`config.mk`:
```
export PLATFORM = sky130hd
export DESIGN_NAME = sfp_link_manager
export DESIGN_NICKNAME = d
export VERILOG_FILES = /design/src/rtl/sfp_link_manager.sv
export SDC_FILE = /design/constraint.sdc
export NUM_CORES = 1
export LEC_CHECK = 0
export ABC_AREA = 1
export ABC_CLOCK_PERIOD_IN_PS = 5300
export CORE_AREA = 2 2 159 130
export CTS_BUF_LIST = sky130_fd_sc_hd__clkbuf_8
export DETAILED_ROUTE_END_ITERATION = 10
export DIE_AREA = 0 0 161 132
export SKIP_CTS_REPAIR_TIMING = 1
export SKIP_LAST_GASP = 1
export SLEW_MARGIN = 30
export SYNTH_ARGS = -nofsm -noshare
export SYNTH_HDL_FRONTEND = slang
export SYNTH_SLANG_ARGS = --single-unit
```
`constraint.sdc`:
```
create_clock -name clk -period 5.3 [get_ports clk]
set_clock_uncertainty 0.05 [all_clocks]
set_input_delay 1.06 -clock clk [delete_from_list [all_inputs] [get_ports clk]]
set_output_delay 1.06 -clock clk [all_outputs]
set_load 0.1 [all_outputs]
```
`src/rtl/sfp_link_manager.sv`:
```
// sfp_link_manager: four-port SFP presence debounce, one-at-a-time laser bring-up and link retry control
module sfp_link_manager #(
  parameter int TICK_DIV       = 100000,
  parameter int DEBOUNCE_TICKS = 10,
  parameter int SETTLE_TICKS   = 300,
  parameter int LOS_WAIT_TICKS = 100,
  parameter int RETRY_TICKS    = 1000
) (
  input  logic       clk,
  input  logic       rst,
  input  logic [3:0] detect_i,
  input  logic [3:0] los_i,
  input  logic [3:0] force_off_i,
  output logic [3:0] disable_o,
  output logic [3:0] present_o,
  output logic [3:0] link_up_o,
  output logic [3:0] fault_o,
  output logic [3:0] grant_o
);
  localparam int PW = $clog2(TICK_DIV + 1);
  localparam int DW = $clog2(DEBOUNCE_TICKS + 1);
  localparam int MT = SETTLE_TICKS > LOS_WAIT_TICKS
    ? (SETTLE_TICKS > RETRY_TICKS ? SETTLE_TICKS : RETRY_TICKS)
    : (LOS_WAIT_TICKS > RETRY_TICKS ? LOS_WAIT_TICKS : RETRY_TICKS);
  localparam int CW = $clog2(MT + 1);
  localparam logic [PW-1:0] PRE_END = PW'(TICK_DIV - 1);
  localparam logic [DW-1:0] DEB_END = DW'(DEBOUNCE_TICKS - 1);
  localparam logic [CW-1:0] SET_END = CW'(SETTLE_TICKS - 1);
  localparam logic [CW-1:0] LOS_END = CW'(LOS_WAIT_TICKS - 1);
  localparam logic [CW-1:0] RET_END = CW'(RETRY_TICKS - 1);
  // bits [3:0] carry module present, bits [7:4] carry LOS
  localparam logic [7:0] IN_RST = 8'hf0;

  typedef enum logic [2:0] {ABSENT, SETTLE, WAIT_GRANT, BRINGUP, UP, BACKOFF} state_t;

  logic [PW-1:0] pre_q;
  logic          tick_q;
  logic [7:0]    s1_q, s2_q, deb_q;
  logic [DW-1:0] dcnt_q [8];
  state_t        st_q [4];
  state_t        st_d [4];
  logic [CW-1:0] cnt_q [4];
  logic [3:0]    flt_q, flt_d, grant_q, grant_d;
  logic [1:0]    ptr_q, ptr_d, idx;

  assign present_o = deb_q[3:0];
  assign grant_o   = grant_q;

  always_ff @(posedge clk) begin
    if (rst) begin
      pre_q  <= '0;
      tick_q <= 1'b0;
      s1_q   <= IN_RST;
      s2_q   <= IN_RST;
    end else begin
      pre_q  <= pre_q == PRE_END ? '0 : pre_q + 1'b1;
      tick_q <= pre_q == PRE_END;
      s1_q   <= {los_i, ~detect_i};
      s2_q   <= s1_q;
    end
  end

  always_ff @(posedge clk) begin
    for (int b = 0; b < 8; b++) begin
      if (rst) begin
        dcnt_q[b] <= '0;
        deb_q[b]  <= IN_RST[b];
      end else if (tick_q) begin
        dcnt_q[b] <= s2_q[b] != deb_q[b] && dcnt_q[b] != DEB_END ? dcnt_q[b] + 1'b1 : '0;
        if (s2_q[b] != deb_q[b] && dcnt_q[b] == DEB_END) deb_q[b] <= s2_q[b];
      end
    end
  end

  always_comb begin
    for (int p = 0; p < 4; p++) begin
      st_d[p]  = st_q[p];
      flt_d[p] = flt_q[p];
      if (!deb_q[p] || force_off_i[p]) begin
        st_d[p]  = ABSENT;
        flt_d[p] = 1'b0;
      end else begin
        case (st_q[p])
          ABSENT:     st_d[p] = SETTLE;
          SETTLE:     if (tick_q && cnt_q[p] == SET_END) st_d[p] = WAIT_GRANT;
          WAIT_GRANT: if (grant_q[p]) st_d[p] = BRINGUP;
          BRINGUP:
            if (!deb_q[4+p]) begin
              st_d[p]  = UP;
              flt_d[p] = 1'b0;
            end else if (tick_q && cnt_q[p] == LOS_END) begin
              st_d[p]  = BACKOFF;
              flt_d[p] = 1'b1;
            end
          UP:
            if (deb_q[4+p]) begin
              st_d[p]  = BACKOFF;
              flt_d[p] = 1'b1;
            end
          BACKOFF:    if (tick_q && cnt_q[p] == RET_END) st_d[p] = WAIT_GRANT;
          default:    st_d[p] = ABSENT;
        endcase
      end
    end
  end

  // an idle slot is only refilled from a grant-free cycle, which guarantees the gap between owners
  always_comb begin
    grant_d = '0;
    ptr_d   = ptr_q;
    idx     = '0;
    if (|grant_q) begin
      for (int p = 0; p < 4; p++)
        grant_d[p] = grant_q[p] && (st_q[p] == WAIT_GRANT || st_q[p] == BRINGUP);
    end else begin
      for (int k = 3; k >= 0; k--) begin
        idx = ptr_q + 2'(k);
        if (st_q[idx] == WAIT_GRANT) begin
          grant_d = 4'b0001 << idx;
          ptr_d   = idx + 2'd1;
        end
      end
    end
  end

  always_ff @(posedge clk) begin
    if (rst) begin
      grant_q   <= '0;
      ptr_q     <= '0;
      flt_q     <= '0;
      disable_o <= 4'hf;
      link_up_o <= '0;
      fault_o   <= '0;
      for (int p = 0; p < 4; p++) begin
        st_q[p]  <= ABSENT;
        cnt_q[p] <= '0;
      end
    end else begin
      grant_q <= grant_d;
      ptr_q   <= ptr_d;
      flt_q   <= flt_d;
      fault_o <= flt_q;
      for (int p = 0; p < 4; p++) begin
        st_q[p]      <= st_d[p];
        cnt_q[p]     <= st_d[p] != st_q[p] ? '0 : cnt_q[p] + CW'(tick_q);
        disable_o[p] <= !(st_q[p] == BRINGUP || st_q[p] == UP);
        link_up_o[p] <= st_q[p] == UP;
      end
    end
  end
endmodule

```
==> summary.md <==
| Metric | Value |
|---|---|
| Outcome | complete, no violations |
| Max-slew headroom | 0.331 |
| PwrDens | 257 nW/um^2 |
| CP top delay family | buffers and inverters |
| CTS tree | built |
| H-tree levels | 4 |
| Share of cells above drive strength 1 | 0.144 |
| TritonCTS buffer count | 17 |
| Synthesized area | 7740 sq um |
| Final design utilization | 0.449 |
| Total track usage | 0.150 |
| CTS Buffer Depth | 2 |
| First-pass DRT Iterations | 5 |
| Pleak | 3.26 nW |
| Top_reg_cell synth | dfxtp_1 |
| WP data arrival | 2070 ps |
| CP Buf/Inv Count | 1 |
| First-pass GRT wire length | 26400 um |
| Hold WC Path Type | register to register |
| Area occupied by multi-input gates | 3910 sq um |
| Largest stage delay, worst path | 1190 ps |
| Kind of critical path | register to output pin |
| Iteration-0 DRC Markers | 288 |
| GPL Wtd Cong | 0.833 |
| Crit-path slowest cell | clkdlybuf4s50_1 |
| Max Cap Viol | 0 |
| Antenna Nets Post-Route | 0 |
| Worst-path clk slew | 80 ps |
| Synthesized instance count | 959 |
| Via count of the first global-routing pass | 5548 |
| Number of flops mapped to enable cells by yosys | 32 |
| Initial antenna violation count | 0 |
| I/O pin count | 34 |
| Final net count | 1044 |
| Final setup violation count | 0 |
| Core Rows | 46 |
| Reg area | 3320 sq um |
| Worst-Skew Late Latency | 440 ps |
| Critical Path End Type | output pin |
| Worst vdd ir | 133 uV |
| Yosys warning total | 0 |
| Synth Register Bits | 150 |
| Initial core utilization | 0.396 |
| Die Y | 132 um |
| Post-route cell area | 8780 sq um |
| Slew @ Worst Pin | 1000 ps |
| Sequential area share after synthesis | 0.429 |
| Sink Count | 150 |
| Largest net degree at the start of global routing | 46 |
| Max-slew violation count | 0 |
| Number of diodes | 0 |
| Mean post-synth cell area | 8.07 sq um |
| Die W | 161 um |
| Fmax | 315 MHz |
| Setup_tns | 0 ps |
| Final min period | 3180 ps |
| Vias | 5982 |
| Grt total ovfl | 0 |
| Die area | 21300 sq um |
| Fin cells | 1275 |
| FFs w/ async S/R, synth | 0 |
| Synthesis-to-layout area growth | 13.4% |
| Worst setup SP type | register |
| Number of remaining DRC errors | 0 |
| Crit-path cells | clkdlybuf4s50_1 |
| DPL Wire Length | 10900 um |
| Tot Pwr | 2.26 mW |
| Final WL | 15200 um |
| Buffers on Ports | 33 |
| CP Data Required Time | 4190 ps |
| Filler cells | 1978 |
| Clk root buf | clkbuf_8 |
| Final Cycle Share | 0.600 |
| Syn nets | 1005 |
| Routed WL per cell | 11.9 um |
| Final Hold Violating Endpoints | 0 |
| Core area | 19600 sq um |
| Worst-path fanout max | 4 |
| Vias/cell | 4.69 |
| RSZ-0062 raised after global routing | no |
| Yosys cell types | 45 |
| Area post-placement | 8320 sq um |
| DP Cell Count | 1243 |
==> state kept, by name (all words and copies together), names as in the netlist, named ones only <==
name	cells
st_q	12
cnt_q	40
disable_o	4
s2_q	8
fault_o	4
ptr_q	2
deb_q	8
tick_q	1
grant_o	4
link_up_o	4
pre_q	17
s1_q	8
flt_q	4
dcnt_q	32
==> final cells by class <==
class	instances	area share
multi-input cells	684	0.445
flip-flops and latches	150	0.378
well taps	264	0.0376
repair buffers	37	0.0405
clock inverters	15	0.0254
clock buffers	17	0.0266
inverters	108	0.0462
==> layout by cell type, fill, tap and decap left out, types with 5 or more instances in the layout <==
master	Yosys	final
xnor2_1	19	19
o21ai_0	25	25
nand2_2	13	13
nand3_1	89	89
nor2_1	130	130
xor2_1	32	32
ha_1	32	32
nand3_2	6	6
nand2_1	164	164
bufinv_16	0	5
o21ai_1	8	8
clkbuf_8	0	17
a21oi_1	30	30
inv_2	16	16
nand3b_1	5	5
clkdlybuf4s50_1	0	32
inv_1	90	90
nand4_1	14	14
dfxtp_1	118	118
nor2_2	21	21
or2_2	11	11
nor3_1	24	24
edfxtp_1	32	32
nor3_2	26	26
==> path summary, 6_finish.rpt <==
check / to / start / slack [ps] / depth (start not counted)
worst max-delay path: grant_o[2] / grant_o[2]$_SDFF_PP0_ / 2120 / 1
worst min-delay path: s2_q[1]$_SDFF_PP0_ / s1_q[1]$_SDFF_PP0_ / 350 / 2
worst max register to register: dcnt_q[0][11]$_SDFFCE_PN0P_ / tick_q$_SDFF_PP0_ / 2780 / 7
worst min register to register: s2_q[1]$_SDFF_PP0_ / s1_q[1]$_SDFF_PP0_ / 350 / 2
==> Yosys cell counts, types with 3 or more instances <==
master / n / area share
nor3_2: 26 / 0.034
nand3b_1: 5 / 0.0048
ha_1: 32 / 0.052
nand2_1: 164 / 0.079
nor2_1: 130 / 0.063
buf_2: 3 / 0.0019
dfxtp_1: 118 / 0.31
or2_2: 11 / 0.0089
inv_2: 16 / 0.0078
nand3_4: 3 / 0.0068
inv_1: 90 / 0.044
edfxtp_1: 32 / 0.12
a21oi_1: 30 / 0.019
nand3_1: 89 / 0.058
nor4_1: 4 / 0.0032
buf_4: 4 / 0.0039
o21ai_1: 8 / 0.0052
nor2_2: 21 / 0.017
nor3_1: 24 / 0.016
buf_6: 3 / 0.0044
nand2_2: 13 / 0.011
nor2_4: 3 / 0.0044
nand3_2: 6 / 0.0078
o311a_1: 4 / 0.0052
nand4_1: 14 / 0.011
xor2_1: 32 / 0.036
o21ai_0: 25 / 0.016
clkbuf_1: 5 / 0.0024
nand2_4: 4 / 0.0058
xnor2_1: 19 / 0.021
==> power by group <==
part	internal, mW	total [mW]	leakage (nW)	switching (mW)
Clock	0.565	1.01	0.235	0.443
Sequential	1.18	1.19	1.28	0.0116
Combinational	0.0242	0.0607	1.75	0.0365
==> per-layer routing <==
metal,share of wire,vias to the layer above,global-route usage
met4,0.0059,0,0.0372
li1,-,3202,-
met3,0.029,6,0.0343
met1,0.54,2708,0.217
met2,0.43,66,0.227
met5,0,-,0
==> kinds of logic (layout without fill, tap and decap cells) <==
| logic type | Yosys count | count (layout) | share of synthesized area |
|---|---|---|---|
| DFF | 150 | 150 | 0.429 |
| and+or+nand+nor | 522 | 522 | 0.336 |
| xor gates and xnor gates | 51 | 51 | 0.0577 |
| adders and majority gates | 32 | 32 | 0.0517 |
| buffers and inverters | 125 | 177 | 0.0659 |
| AOI/OAI and AO/OA | 79 | 79 | 0.0591 |
==> per-stage QoR <==
stage	setup slack, ps	hold slack, ps
after CTS	2070	356
after global placement	2590	342
after detailed placement	2550	345
after global routing	2050	365
after floorplan	2600	338
final	2120	353
Note: power is estimated with default switching activity, not from simulation.
